$ cat config.mk
export PLATFORM = sky130hd
export DESIGN_NAME = mux8_rr_arbiter
export DESIGN_NICKNAME = d
export VERILOG_FILES = /design/src/rtl/mux8_rr_arbiter.sv
export SDC_FILE = /design/constraint.sdc
export NUM_CORES = 1
export LEC_CHECK = 0
export ABC_AREA = 1
export ABC_CLOCK_PERIOD_IN_PS = 8000
export BUFFER_PORTS_ARGS = -buffer_cell sky130_fd_sc_hd__buf_2
export CAP_MARGIN = 20
export CELL_PAD_IN_SITES_DETAIL_PLACEMENT = 1
export CELL_PAD_IN_SITES_GLOBAL_PLACEMENT = 1
export CORE_MARGIN = 10
export CORE_UTILIZATION = 29
export DETAILED_ROUTE_END_ITERATION = 12
export PLACE_DENSITY = 0.7
export SLEW_MARGIN = 40
export SYNTH_ARGS = -nofsm -noshare
export SYNTH_HDL_FRONTEND = slang
export SYNTH_SLANG_ARGS = --single-unit
$ cat constraint.sdc
create_clock -name clk -period 8 [get_ports clk]
set_clock_uncertainty 0.2 [all_clocks]
set_input_delay 0.4 -clock clk [delete_from_list [all_inputs] [get_ports clk]]
set_output_delay 0.4 -clock clk [all_outputs]
set_load 0.05 [all_outputs]
$ cat src/rtl/mux8_rr_arbiter.sv
// mux8_rr_arbiter: round-robin owner of an 8-to-1 serial line, drives mux select and registered data bit (optional burst limit: RR_BURST_LIMIT_EN)
module mux8_rr_arbiter #(
    parameter int MAX_BURST = 4,
    parameter int CNT_W     = 8
) (
    input  logic       clk,
    input  logic       rst_n,
    input  logic [0:7] req,
    input  logic [0:7] D,
    output logic [0:7] gnt,
    output logic [0:2] S,
    output logic       busy,
    output logic       Y
);
    typedef enum logic {IDLE, GRANT} state_t;
    state_t     state, nxt_state;
    logic [2:0] own, nxt_own, ptr, nxt_ptr, win;
    logic [0:7] nxt_gnt;
    logic       any_req, rel, nxt_y;
`ifdef RR_BURST_LIMIT_EN
    logic [CNT_W-1:0] cnt, nxt_cnt;
`endif

    assign any_req = |req;
    assign S       = {own[0], own[1], own[2]};
    assign busy    = |gnt;

`ifdef RR_BURST_LIMIT_EN
    assign rel = (state == IDLE) || !req[own] || (cnt == CNT_W'(MAX_BURST - 1));
`else
    assign rel = (state == IDLE) || !req[own];
`endif

    // first asserted request searching ptr, ptr+1, ... wrapping mod 8
    always_comb begin
        win = ptr;
        for (int i = 7; i >= 0; i--)
            if (req[ptr + 3'(i)]) win = ptr + 3'(i);
    end

    // next owner, pointer, grant vector and data bit
    always_comb begin
        nxt_state = state;
        nxt_own   = own;
        nxt_ptr   = ptr;
`ifdef RR_BURST_LIMIT_EN
        nxt_cnt   = (cnt == '1) ? cnt : cnt + 1'b1;
`endif
        if (rel) begin
            nxt_state = any_req ? GRANT : IDLE;
            if (any_req) begin
                nxt_own = win;
                nxt_ptr = win + 3'd1;
`ifdef RR_BURST_LIMIT_EN
                nxt_cnt = '0;
`endif
            end
        end
        nxt_gnt = '0;
        if (nxt_state == GRANT) nxt_gnt[nxt_own] = 1'b1;
        nxt_y = (nxt_state == GRANT) && D[nxt_own];
    end

    // state and output registers, cleared asynchronously
    always_ff @(posedge clk or negedge rst_n) begin
        if (!rst_n) begin
            state <= IDLE;
            own   <= '0;
            ptr   <= '0;
            gnt   <= '0;
            Y     <= 1'b0;
`ifdef RR_BURST_LIMIT_EN
            cnt   <= '0;
`endif
        end else begin
            state <= nxt_state;
            own   <= nxt_own;
            ptr   <= nxt_ptr;
            gnt   <= nxt_gnt;
            Y     <= nxt_y;
`ifdef RR_BURST_LIMIT_EN
            cnt   <= nxt_cnt;
`endif
        end
    end
endmodule

**After elaboration in Yosys (flattened, before gate mapping)**

Cells that the tools add are included.
Widths: inputs -> output; s select.

- Output and inout bits: 13
- Input port bits: 18
- Register bits: 16

- Bitwise operators: 11
- Reduce and logical (&&, ||, !) cells: 7
- Muxes and demuxes: 45
- Magnitude comparators: 11
- Add/sub/neg operators: 8

Operator list:

| cell | number |
|---|---|
| $ge 4x4->1 const B | 10 |
| $not 3->4 | 10 |
| $bmux 1 s3 | 10 |
| $mux 3 | 10 |
| $mux 1 | 23 |
| $reduce_or 8->1 | 2 |
| $add 3x3->3 const B | 4 |
| $mux 8 | 1 |
| $add 3x1->3 const B | 2 |
| $add 3x2->3 const B | 2 |
| $lt 4x1->1 const B | 1 |
| $demux 1 s3 | 1 |
| $logic_and 1x1->1 | 2 |
| $reduce_and 2->1 | 1 |
| $logic_not 1->1 | 1 |
| $logic_or 1x1->1 | 1 |
| $not 1->1 | 1 |

**Logic depth before layout (Yosys ltp)**

Gate-level depths: netlist of the first run.

- Depth in word-level cells: 21
- Gate-level depth with buffers: 23
- Mapped depth without buffers: 22

**Least setup slack after synthesis of the first run**

OpenSTA, ideal clock, no wires.

- Path type: reg2reg
- From: reg ptr[0]
- To: reg ptr[2]
- Setup time: 128 ps
- Data required time: 7672 ps
- Buffers on the path: 2
- Clock period less this slack: 2819 ps
- Path slack: 5181 ps
- Arrival time: 2491 ps
- Cell stages (with the launch flop): 22
- Cell sequence: dfrtp_1 -> buf_6 -> inv_4 -> buf_12 -> ha_1 -> inv_2 -> nand3_1 -> nand3_2 -> nand2_2 -> clkinv_1 -> nand2_1 -> nand2_1 -> nand2_1 -> nand2_1 -> nand2_2 -> nand2_1 -> nand2_2 -> nand2_1 -> ha_1 -> or2_2 -> nand3_1 -> o21ai_0

- Cells in the longest elaborated chain, start to end: 14
- Elaborated cells on any way between the ends: 48

Ends and longest elaborated chain:

| item | RTL line | text |
|---|---|---|
| start, declared | 17 | `logic [2:0] own, nxt_own, ptr, nxt_ptr, win;` |
| start signal, assigned | 78 | `ptr <= nxt_ptr;` |
| $add 3x3->3 | 38 | `if (req[ptr + 3'(i)]) win = ptr + 3'(i);` |
| $not 3->4 (implied by the code) | 38 |  |
| $bmux 1 s3 | 38 |  |
| $mux 1 (implied by the code) (2 in a row) | 38 |  |
| $mux 3 (7 in a row) | 38 |  |
| $mux 3 * | 38 |  |
| $add 3x1->3 * | 53 | `nxt_ptr = win + 3'd1;` |

Mark *: on every way between the ends. The rest lies on a longest branch, timed or not. The select of a mux whose other input is x is not followed.
A chain may end at the register's enable or synchronous reset.

**Worst setup path in the final report of the first run**

Same ends and word-level chain as after synthesis.

==> summary.log, run 1 <==
[global_route] GR Overflow Total 0
[cells_and_area] signed area change from the synthesized netlist to the final layout 16.62%
[timing] setup TNS 0 ps
[routing] Avg WL per Cell 14.28 microns
[cts] clock transition at the registers of the reported paths 70 ps
[routing] count of antenna-violating nets left after detailed routing 0
[worst_hold_path] type of the most critical hold path in -> reg
[worst_setup_path] delay of the slowest cell on the worst path 600 ps
[die] Std-Cell Core Area 0.005042 sq mm
[cells_and_area] ratio of cells with drive above 1 in the final layout 28.24%
[worst_setup_path] data arrival time of the critical path 3220 ps
[routing] DRC violation total after the first TritonRoute iteration 75
[worst_setup_path] category of the worst setup path launch point flip-flop
[timing] time the final worst path needs with I/O delays and setup 3294 ps
[cts] Skew-Pair Late Insertion Delay 250 ps
[cts] number of buffers created by CTS 3
[global_route] number of global-route vias before repair 1,678
[routing] final wirelength 4641 microns
[cts] clock net sink count 16
[synth] Seq cells post-synth 16
[global_route] largest net degree at the start of global routing 17
[routing] router iterations before antenna repair 4
[cts] CTS tree built
[run_status] status finished clean
[cells_and_area] count of filler cells inserted in the layout 655
[timing] fmax 303.6 MHz
[cts] buffer count from post-CTS setup fixing 0
[die] Initial Utilization 29.55%
[cells_and_area] antenna diode count 0
[cts] maximum clock path buffer count 2
[timing] slack of the critical path 4706 ps
[worst_setup_path] endpoint kind of the worst setup timing path flip-flop
[synth] distinct cell type count after synthesis 29
[cts] cell chosen for the clock root sky130_fd_sc_hd__clkbuf_8
[timing] count of endpoints failing setup in the final report 0
[cells_and_area] number of nets in the layout 277
[cts] H-Tree Level Count 1
[die] DIE AREA 0.008406 sq mm
[placement] count of input and output buffers 30
[worst_setup_path] worst path required time 7920 ps
[placement] final RePlAce weighted congestion 0.9461
[timing] Slew HR 72.08%
[timing] Slew @ Worst Pin 418.8 ps
[timing] number of max-slew violations in the final report 0
[worst_setup_path] path depth of the worst reg2reg path 19
[synth] proportion of synthesized chip area in sequential cells 26.87%
[die] floorplan row count 26
[worst_setup_path] r2r startpoint ptr[0]
[worst_setup_path] minimum setup slack among reg-to-reg paths 4710 ps
[global_route] Total Routing Usage GR 11.13%
[synth] Syn Area/Cell 6.623 sq um
[cells_and_area] Sequential cell area 400.4 sq um
[placement] post-placement worst setup slack 4715 ps
[synth] net count of the mapped netlist 246
[worst_setup_path] cell occurring most often along the worst timing path sky130_fd_sc_hd__nand2_1
[die] Die Span X 91.69 microns
[worst_setup_path] crit path max-delay cell type sky130_fd_sc_hd__dfrtp_1
[placement] Detailed Place HPWL 3941 microns
[synth] cell area after technology mapping 0.001490 sq mm
[routing] Remaining DRCs 0
[worst_setup_path] ordered list of cells on the worst path inv_4 > ha_1 > inv_2 > nand3_1 > nand3_2 > nand2_2 > clkinv_1 > nand2_1 > nand2_1 > nand2_1 > nand2_1 > nand2_2 > nand2_1 > nand2_2 > nand2_1 > ha_1 > or2_2 > nand3_1 > o21ai_0
[worst_setup_path] CP endpoint ptr[2]
[die] chip height 91.69 microns
[timing] final clock period utilization by the worst path 41.17%
[routing] total vias in the final route 1,544
[worst_setup_path] critical path type reg -> reg
[timing] setup repair after global routing missed its margin false
[global_route] wire length of the first global-routing pass 8073 microns
[flow_run] number of maximum-capacitance violations 0
[global_route] antenna violations before repair 0
[synth] synth warn 0
[worst_setup_path] crit path launch ptr[0]
[worst_setup_path] worst-path maximum fanout 11
[worst_setup_path] capture point of the worst reg-to-reg path ptr[2]
[synth] Post-Syn Instances 225
[cells_and_area] footprint of the multi-input gates 915.9 sq um
[timing] Final Hold Vio Count 0
[die] number of top-level design ports 31
[routing] detail-routed via count per cell 4.751
layout by cell type, fill, tap and decap left out, types with 2 or more instances in the layout:
master                     count
sky130_fd_sc_hd__o21ai_0       6
sky130_fd_sc_hd__xnor2_1       2
sky130_fd_sc_hd__nor2_1       17
sky130_fd_sc_hd__nand2_4       2
sky130_fd_sc_hd__a21oi_1       6
sky130_fd_sc_hd__nand2_2      14
sky130_fd_sc_hd__nand2_1      68
sky130_fd_sc_hd__buf_2        30
sky130_fd_sc_hd__nand3_2      13
sky130_fd_sc_hd__dfrtp_1      16
sky130_fd_sc_hd__nand3_1      27
sky130_fd_sc_hd__or2_2         2
sky130_fd_sc_hd__inv_2         6
sky130_fd_sc_hd__ha_1          3
sky130_fd_sc_hd__inv_1        23
sky130_fd_sc_hd__clkbuf_8      4
sky130_fd_sc_hd__o21ai_1       2
sky130_fd_sc_hd__nor4_1        4
cell usage after synthesis:
cell type | instances | share of area, %
sky130_fd_sc_hd__nand3b_1 | 1 | 0.50
sky130_fd_sc_hd__nand3_2 | 13 | 8.7
sky130_fd_sc_hd__o21ai_1 | 2 | 0.67
sky130_fd_sc_hd__buf_12 | 1 | 1.3
sky130_fd_sc_hd__dfrtp_1 | 16 | 27
sky130_fd_sc_hd__nor2_1 | 17 | 4.3
sky130_fd_sc_hd__ha_1 | 3 | 2.5
sky130_fd_sc_hd__buf_2 | 1 | 0.34
sky130_fd_sc_hd__nand2_2 | 14 | 5.9
sky130_fd_sc_hd__inv_4 | 1 | 0.42
sky130_fd_sc_hd__nand2_4 | 2 | 1.5
sky130_fd_sc_hd__mux2i_1 | 1 | 0.67
sky130_fd_sc_hd__inv_2 | 6 | 1.5
sky130_fd_sc_hd__nand3_1 | 27 | 9.1
sky130_fd_sc_hd__nor4_1 | 4 | 1.7
sky130_fd_sc_hd__inv_1 | 23 | 5.8
sky130_fd_sc_hd__o21ai_0 | 6 | 2.0
sky130_fd_sc_hd__buf_4 | 1 | 0.50
sky130_fd_sc_hd__xnor2_1 | 2 | 1.2
sky130_fd_sc_hd__o211ai_1 | 1 | 0.50
sky130_fd_sc_hd__o221ai_1 | 1 | 0.59
sky130_fd_sc_hd__clkinv_1 | 1 | 0.25
sky130_fd_sc_hd__nand2_1 | 68 | 17
sky130_fd_sc_hd__buf_6 | 2 | 1.5
sky130_fd_sc_hd__o21a_1 | 1 | 0.50
sky130_fd_sc_hd__or2_2 | 2 | 0.84
sky130_fd_sc_hd__xor2_1 | 1 | 0.59
sky130_fd_sc_hd__o32ai_1 | 1 | 0.59
sky130_fd_sc_hd__a21oi_1 | 6 | 2.0
per-stage QoR:
step	std cells	hold slack, ps	utilization, %	cell area (sq um)
after global placement	320	126.9	33.18	1673
after global routing	325	377.5	34.47	1738
final	325	319.2	34.47	1738
after CTS	325	334.4	34.47	1738
after floorplan	225	-95.59	-	1490
after detailed placement	320	132.2	33.18	1673
worst min path at each step:
stage	from	to	depth (start not counted)
after floorplan	rst_n	Y	0
after global placement	rst_n	gnt[5]	1
after detailed placement	rst_n	Y	1
after CTS	D[5]	Y	5
after global routing	D[1]	Y	5
final	D[5]	Y	5
logic make-up after synthesis:
family	count (synthesis)	synth area share [%]
fa+ha+maj	3	2.519
simple gates	148	49.62
buf+inv	36	11.67
xor+xnor	3	1.764
flops	16	26.87
mux	1	0.6717
compound gates	18	6.886
critical path, delay by kind of cell, from the launching register on:
| kind | cells | cell delay [ps] |
|---|---|---|
| compound gates | 1 | 80 |
| flops | 1 | 600 |
| buf+inv | 3 | 350 |
| fa+ha+maj | 2 | 720 |
| simple gates | 13 | 1250 |
registers in the layout (all words and copies together) (netlist names):
name   flops
gnt        8
own        3
ptr        3
Y          1
state      1
metal layers:
layer  global-route usage, %  vias to the layer above  routed length, microns
met3                   1.711                        0                     186
met2                   18.96                       40                    2238
met1                   14.56                      726                    2217
li1                        -                      778                       -
met4                   1.958                        0                       0
met5                       0                        -                       0
final cells by class:
cell class                      count  share of cell area, %
Tap cell                           70                  5.040
Inverter                           31                  6.839
Multi-Input combinational cell    173                  52.70
Clock buffer                        4                  3.168
Timing Repair Buffer               31                  9.215
Sequential cell                    16                  23.04
what timing repair did:
| action | in CTS | in global routing |
|---|---|---|
| gates resized for setup | 0 | 0 |
| hold endpoints to repair | 16 | 0 |
| hold buffers | 1 | 0 |
Power of run 1 is not shown: default switching activity piles up to over one toggle a cycle in this logic, so the estimate is an artifact.
==> inputs of run 2 (changes only) <==
--- a/config.mk
+++ b/config.mk
@@ -6,7 +6,7 @@
 export NUM_CORES = 1
 export LEC_CHECK = 0
 export ABC_AREA = 1
-export ABC_CLOCK_PERIOD_IN_PS = 8000
+export ABC_CLOCK_PERIOD_IN_PS = 3400
 export BUFFER_PORTS_ARGS = -buffer_cell sky130_fd_sc_hd__buf_2
 export CAP_MARGIN = 20
 export CELL_PAD_IN_SITES_DETAIL_PLACEMENT = 1
==> constraint.sdc (replaced) <==
create_clock -name clk -period 3.4 [get_ports clk]
set_clock_uncertainty 0.2 [all_clocks]
set_input_delay 0.17 -clock clk [delete_from_list [all_inputs] [get_ports clk]]
set_output_delay 0.17 -clock clk [all_outputs]
set_load 0.05 [all_outputs]
==> run 2 against run 1 <==
Sequential cell count did not move. Die area did not move. Non-clock buffer count rose by 4. Register-to-register slack got worse by 4200 ps. Sequential share of layout area fell by 0.39 points. Critical path depth did not move. First-iteration DRC count rose by 5.3%.
==> summary.log, run 2 (same netlist as run 1, synthesis figures left out) <==
[timing] Final Hold Vio Count 0 [unchanged]
[die] Initial Utilization 29.55% [unchanged]
[cts] clock net sink count 16 [unchanged]
[die] chip height 91.69 microns [unchanged]
[cells_and_area] largest registers gnt (8), own (3), ptr (3) [unchanged]
[cells_and_area] signed area change from the synthesized netlist to the final layout 18.64% [was 16.62%]
[worst_hold_path] endpoint of the worst hold-timing path Y [unchanged]
[worst_setup_path] critical path type reg -> reg [unchanged]
[timing] time the final worst path needs with I/O delays and setup 2886 ps [was 3294 ps]
[cts] Skew-Pair Late Insertion Delay 250 ps [about the same]
[worst_hold_path] type of the most critical hold path in -> reg [unchanged]
[cts] number of buffers created by CTS 3 [unchanged]
[die] Die Span X 91.69 microns [unchanged]
[worst_setup_path] endpoint kind of the worst setup timing path flip-flop [unchanged]
[routing] router iterations before antenna repair 4 [unchanged]
[global_route] Total Routing Usage GR 10.95% [was 11.13%]
[die] floorplan row count 26 [unchanged]
[placement] final RePlAce weighted congestion 0.8103 [was 0.9461]
[worst_setup_path] minimum setup slack among reg-to-reg paths 510 ps [was 4710 ps]
[cts] CTS tree built [unchanged]
[timing] fmax 346.5 MHz [was 303.6 MHz]
[placement] count of input and output buffers 30 [unchanged]
[timing] final clock period utilization by the worst path 84.88% [was 41.17%]
[cells_and_area] number of nets in the layout 281 [was 277]
[timing] Slew HR 76.91% [was 72.08%]
[cells_and_area] max reg flops 8 [unchanged]
[worst_setup_path] worst-path maximum fanout 7 [was 11]
[routing] detail-routed via count per cell 4.739 [was 4.751]
[placement] Detailed Place HPWL 3821 microns [was 3941 microns]
[global_route] number of global-route vias before repair 1,645 [was 1,678]
[cts] Resized cells post-CTS 0 [unchanged]
[worst_setup_path] path depth of the worst reg2reg path 19 [unchanged]
[routing] final wirelength 4509 microns [was 4641 microns]
[worst_setup_path] r2r startpoint ptr[0] [unchanged]
[timing] setup repair after global routing missed its margin false [unchanged]
[die] DIE AREA 0.008406 sq mm [unchanged]
[global_route] wire length of the first global-routing pass 7797 microns [was 8073 microns]
[cells_and_area] commonest cells after routing, fill and taps aside sky130_fd_sc_hd__nand2_1 (68), sky130_fd_sc_hd__buf_2 (30), sky130_fd_sc_hd__nand3_1 (27), sky130_fd_sc_hd__inv_1 (23), sky130_fd_sc_hd__nor2_1 (17) [unchanged]
[worst_hold_path] launch instance of the worst min-delay path D[1] [was D[5]]
[timing] number of max-slew violations in the final report 0 [unchanged]
[global_route] largest net degree at the start of global routing 17 [unchanged]
[cells_and_area] ratio of cells with drive above 1 in the final layout 29.34% [was 28.24%]
[cts] maximum clock path buffer count 2 [unchanged]
[cells_and_area] antenna diode count 0 [unchanged]
[routing] total vias in the final route 1,559 [was 1,544]
[worst_setup_path] data arrival time of the critical path 2810 ps [was 3220 ps]
[placement] cell area after placement 0.001703 sq mm [was 0.001673 sq mm]
[global_route] GR Overflow Total 0 [unchanged]
[timing] setup TNS 0 ps [unchanged]
[placement] post-placement worst setup slack 508.9 ps [was 4715 ps]
[cts] clock transition at the registers of the reported paths 60 ps [was 70 ps]
[flow_run] number of maximum-capacitance violations 0 [unchanged]
[timing] slack of the critical path 514.0 ps [was 4706 ps]
[cts] count of hold buffers inserted by post-cts repair 1 [unchanged]
[routing] DRC violation total after the first TritonRoute iteration 79 [was 75]
[die] number of top-level design ports 31 [unchanged]
[cells_and_area] most common cell after layout, fill and taps aside sky130_fd_sc_hd__nand2_1 [unchanged]
[global_route] antenna violations before repair 0 [unchanged]
[worst_setup_path] category of the worst setup path launch point flip-flop [unchanged]
[cts] H-Tree Level Count 1 [unchanged]
[routing] Remaining DRCs 0 [unchanged]
[cts] cell chosen for the clock root sky130_fd_sc_hd__clkbuf_8 [unchanged]
[worst_setup_path] worst path required time 3330 ps [was 7920 ps]
[run_status] status finished clean [unchanged]
[routing] Avg WL per Cell 13.71 microns [was 14.28 microns]
[worst_hold_path] number of instances on the worst hold path 5 [unchanged]
[worst_setup_path] capture point of the worst reg-to-reg path ptr[2] [unchanged]
[cells_and_area] finished layout cell area 0.001768 sq mm [was 0.001738 sq mm]
[routing] count of antenna-violating nets left after detailed routing 0 [unchanged]
[timing] Slew @ Worst Pin 343.3 ps [was 418.8 ps]
[timing] count of endpoints failing setup in the final report 0 [unchanged]
[cells_and_area] Largest Register gnt [unchanged]
[die] Std-Cell Core Area 0.005042 sq mm [unchanged]
[cts] buffer count from post-CTS setup fixing 0 [unchanged]
## run 2: area by class of cell
class / count / area [sq um]
Clock buffer: 4 / 55.05
Fill cell: 690 / 3274
Inverter: 31 / 118.9
Multi-Input combinational cell: 173 / 915.9
Sequential cell: 16 / 400.4
Tap cell: 70 / 87.58
Timing Repair Buffer: 35 / 190.2
## run 2: worst max-delay path by stage
| stage | startpoint | to | slack [ps] | depth (start not counted) |
|---|---|---|---|---|
| floorplan | ptr[0] | ptr[2] | 580 | 21 |
| detailed placement | ptr[0] | ptr[2] | 510 | 19 |
| global placement | ptr[0] | ptr[2] | 570 | 19 |
| finish | ptr[0] | ptr[2] | 510 | 19 |
| CTS | ptr[0] | ptr[2] | 500 | 19 |
| global route | ptr[0] | ptr[2] | 280 | 19 |
## run 2: per-stage QoR
stage | hold WS, ps | utilization (%) | cells
floorplan | -325.6 | - | 225
global placement | -105.7 | 33.77 | 324
detailed placement | -101.0 | 33.77 | 324
CTS | 114.3 | 35.06 | 329
global route | 131.9 | 35.06 | 329
finish | 95.79 | 35.06 | 329
## run 2: critical path, cell delays in order, from the launching register on
cell	delay, ps
sky130_fd_sc_hd__dfrtp_1	400
sky130_fd_sc_hd__inv_4	40
sky130_fd_sc_hd__ha_1	460
sky130_fd_sc_hd__inv_2	140
sky130_fd_sc_hd__nand3_1	160
sky130_fd_sc_hd__nand3_2	100
sky130_fd_sc_hd__nand2_2	100
sky130_fd_sc_hd__clkinv_1	60
sky130_fd_sc_hd__nand2_1	60
sky130_fd_sc_hd__nand2_1	40
sky130_fd_sc_hd__nand2_1	50
sky130_fd_sc_hd__nand2_1	70
sky130_fd_sc_hd__nand2_2	70
sky130_fd_sc_hd__nand2_1	60
sky130_fd_sc_hd__nand2_2	70
sky130_fd_sc_hd__nand2_1	60
sky130_fd_sc_hd__ha_1	200
sky130_fd_sc_hd__or2_2	290
sky130_fd_sc_hd__nand3_1	60
sky130_fd_sc_hd__o21ai_0	80
## run 2: layer usage
| layer | share of wire [%] | wire (microns) | GRT usage [%] |
|---|---|---|---|
| met5 | 0 | 0 | 0 |
| met4 | 1.1 | 51 | 3.133 |
| met3 | 3.0 | 136 | 2.037 |
| met2 | 48 | 2152 | 18.48 |
| met1 | 48 | 2167 | 13.81 |
Power of run 2 is left out for the same reason.
==> inputs of run 3 (changes only) <==
--- a/config.mk
+++ b/config.mk
@@ -6,7 +6,7 @@
 export NUM_CORES = 1
 export LEC_CHECK = 0
 export ABC_AREA = 1
-export ABC_CLOCK_PERIOD_IN_PS = 3400
+export ABC_CLOCK_PERIOD_IN_PS = 2700
 export BUFFER_PORTS_ARGS = -buffer_cell sky130_fd_sc_hd__buf_2
 export CAP_MARGIN = 20
 export CELL_PAD_IN_SITES_DETAIL_PLACEMENT = 1
==> constraint.sdc (replaced) <==
create_clock -name clk -period 2.7 [get_ports clk]
set_clock_uncertainty 0.2 [all_clocks]
set_input_delay 0.135 -clock clk [delete_from_list [all_inputs] [get_ports clk]]
set_output_delay 0.135 -clock clk [all_outputs]
set_load 0.05 [all_outputs]
==> run 3 against run 2 <==
Critical path type unchanged. Core utilization grew 7.3 points. Worst setup slack worse by 450 ps. Count of clock-buffer cells in the layout is the same. Highest routed layer unchanged. Via count is 6.0% higher. Sequential share of layout area down 3.8 points. Critical path depth stayed put.
==> summary.log, run 3 (same netlist as run 1, synthesis figures left out) <==
[worst_setup_path] endpoint kind of the worst setup timing path flip-flop [unchanged]
[cells_and_area] finished layout cell area 0.002135 sq mm [was 0.001768 sq mm]
[placement] Detailed Place HPWL 3938 microns [was 3821 microns]
[cts] clock transition at the registers of the reported paths 60 ps [about the same]
[routing] DRC violation total after the first TritonRoute iteration 66 [was 79]
[worst_setup_path] worst path required time 2630 ps [was 3330 ps]
[worst_setup_path] count of buffer and inverter cells on the critical path 3 [unchanged]
[global_route] antenna violations before repair 0 [unchanged]
[routing] Avg WL per Cell 15.96 microns [was 13.71 microns]
[global_route] global-route track usage on met3 2.200% [was 2.037%]
[routing] final wirelength 5458 microns [was 4509 microns]
[timing] Final Hold Vio Count 0 [unchanged]
[global_route] GR Overflow Total 0 [unchanged]
[cts] Skew-Pair Late Insertion Delay 250 ps [about the same]
[routing] count of antenna-violating nets left after detailed routing 0 [unchanged]
[timing] Slew HR 72.74% [was 76.91%]
[cells_and_area] non-filler cells, final 342 [was 329]
[worst_setup_path] data arrival time of the critical path 2570 ps [was 2810 ps]
[global_route] number of global-route vias before repair 1,689 [was 1,645]
[cells_and_area] ratio of cells with drive above 1 in the final layout 46.69% [was 29.34%]
[cts] clock net sink count 16 [unchanged]
[placement] post-placement worst setup slack -52.91 ps [was 508.9 ps]
[global_route] wire length of the first global-routing pass 8217 microns [was 7797 microns]
[placement] cell area after placement 0.001738 sq mm [was 0.001703 sq mm]
[die] Std-Cell Core Area 0.005042 sq mm [unchanged]
[worst_setup_path] delay of the slowest cell on the worst path 420 ps [was 460 ps]
[cells_and_area] Largest Register gnt [unchanged]
[cts] cell chosen for the clock root sky130_fd_sc_hd__clkbuf_8 [unchanged]
[die] number of top-level design ports 31 [unchanged]
[worst_setup_path] critical path type reg -> reg [unchanged]
[global_route] GRT Max-Usage Layer met2 [unchanged]
[placement] count of input and output buffers 30 [unchanged]
[timing] final clock period utilization by the worst path 97.79% [was 84.88%]
[global_route] global-route track usage on met2 20.20% [was 18.48%]
[timing] count of endpoints failing setup in the final report 0 [unchanged]
[die] Initial Utilization 29.55% [unchanged]
[worst_setup_path] kind of cell with the highest combined delay on the critical path simple AND/OR/NAND/NOR gates [unchanged]
[worst_setup_path] crit path max-delay cell type sky130_fd_sc_hd__dfrtp_1 [was sky130_fd_sc_hd__ha_1]
[routing] router iterations before antenna repair 4 [unchanged]
[placement] final RePlAce weighted congestion 0.9253 [was 0.8103]
[cells_and_area] most common cell after layout, fill and taps aside sky130_fd_sc_hd__nand2_1 [unchanged]
[cells_and_area] largest registers gnt (8), own (3), ptr (3) [unchanged]
[flow_run] number of maximum-capacitance violations 0 [unchanged]
[die] DIE AREA 0.008406 sq mm [unchanged]
[worst_setup_path] ordered list of cells on the worst path inv_2 > ha_4 > buf_12 > nand3_2 > nand3_2 > nand2_2 > inv_2 > nand2_1 > nand2_1 > nand2_1 > nand2_1 > nand2_2 > nand2_2 > nand2_4 > nand2_2 > ha_4 > or2_4 > nand3_2 > o21ai_1 [was inv_4 > ha_1 > inv_2 > nand3_1 > nand3_2 > nand2_2 > clkinv_1 > nand2_1 > nand2_1 > nand2_1 > nand2_1 > nand2_2 > nand2_1 > nand2_2 > nand2_1 > ha_1 > or2_2 > nand3_1 > o21ai_0]
[routing] total vias in the final route 1,653 [was 1,559]
[cts] maximum clock path buffer count 2 [unchanged]
[placement] Placed Cells 327 [was 324]
[cts] number of buffers created by CTS 3 [unchanged]
[worst_setup_path] category of the worst setup path launch point flip-flop [unchanged]
[cts] H-Tree Level Count 1 [unchanged]
[timing] worst hold-check slack 36.73 ps [was 95.79 ps]
[die] chip height 91.69 microns [unchanged]
[run_status] status finished clean [unchanged]
[worst_setup_path] worst-path maximum fanout 4 [was 7]
[cells_and_area] count of filler cells inserted in the layout 655 [was 690]
[global_route] Total Routing Usage GR 11.71% [was 10.95%]
[worst_hold_path] type of the most critical hold path in -> reg [unchanged]
[cells_and_area] antenna diode count 0 [unchanged]
[cells_and_area] commonest cells after routing, fill and taps aside sky130_fd_sc_hd__nand2_1 (53), sky130_fd_sc_hd__buf_2 (30), sky130_fd_sc_hd__nand2_2 (26), sky130_fd_sc_hd__inv_1 (22), sky130_fd_sc_hd__nand3_1 (20) [was sky130_fd_sc_hd__nand2_1 (68), sky130_fd_sc_hd__buf_2 (30), sky130_fd_sc_hd__nand3_1 (27), sky130_fd_sc_hd__inv_1 (23), sky130_fd_sc_hd__nor2_1 (17)]
[timing] slack of the critical path 59.63 ps [was 514.0 ps]
[timing] Slew @ Worst Pin 408.5 ps [was 343.3 ps]
[cts] CTS tree built [unchanged]
[global_route] largest net degree at the start of global routing 17 [unchanged]
[timing] number of max-slew violations in the final report 0 [unchanged]
[cells_and_area] signed area change from the synthesized netlist to the final layout 43.24% [was 18.64%]
[timing] fmax 378.7 MHz [was 346.5 MHz]
[routing] detail-routed via count per cell 4.833 [was 4.739]
[timing] setup repair after global routing missed its margin true [was false]
[global_route] met1 global-route usage 14.38% [was 13.81%]
[cells_and_area] number of nets in the layout 294 [was 281]
[die] Die Span X 91.69 microns [unchanged]
[timing] time the final worst path needs with I/O delays and setup 2640 ps [was 2886 ps]
[cells_and_area] max reg flops 8 [unchanged]
[die] floorplan row count 26 [unchanged]
[routing] Remaining DRCs 0 [unchanged]
-- run 3: changes by cell type in the layout (fill, tap and decap cells not counted), sizes merged --
cell	change
clkinv	-1
buf	+13
inv	+1
-- run 3: through the flow --
stage / util, % / TNS (ps)
after detailed placement: 34.47 / -52.91
final: 42.33 / 0
after floorplan: - / 0
after global routing: 42.33 / -438.3
after global placement: 34.47 / 0
after CTS: 36.72 / 0
-- run 3: tightest hold or removal path: stages --
cell and delay [ps]:
sky130_fd_sc_hd__buf_2 70, sky130_fd_sc_hd__o21ai_1 60, sky130_fd_sc_hd__nand2_1 50, sky130_fd_sc_hd__nand2_1 50
sky130_fd_sc_hd__nor2_2 80
-- run 3: final timing paths --
check / start / endpoint / slack, ps / depth (start not counted)
max: ptr[1] / ptr[2] / 60 / 19
max reg2reg: ptr[1] / ptr[2] / 60 / 19
min in group asynchronous: rst_n / gnt[0] / 130 / 2
max in group asynchronous: rst_n / ptr[2] / 1900 / 2
min reg2reg: own[2] / own[2] / 570 / 2
min: D[1] / Y / 40 / 5
-- run 3: layout make-up --
class,instances,area (sq um),share of cell area [%]
timing repair buffer,48,307.8,14.42
multi-input combinational,173,1155,54.10
clock buffer,4,55.05,2.579
inverter,31,126.4,5.920
sequential,16,402.9,18.87
tap,70,87.58,4.103
-- run 3: repair_timing --
action / 4_1_cts / 5_1_grt
buffers inserted: 3 / 7
gates resized for setup: 4 / 57
hold endpoints to repair: 16 / 0
endpoints found under the setup margin: 1 / 10
hold buffers: 1 / 0
pin swaps: 1 / 26
-- run 3: routing by layer --
metal | share of wire (%) | wire length [microns] | vias to the layer above
li1 | - | - | 818
met1 | 42 | 2317 | 795
met2 | 53 | 2893 | 30
met4 | 1.8 | 99 | 0
met5 | 0 | 0 | -
met3 | 2.7 | 147 | 10
Power of run 3 is left out for the same reason.
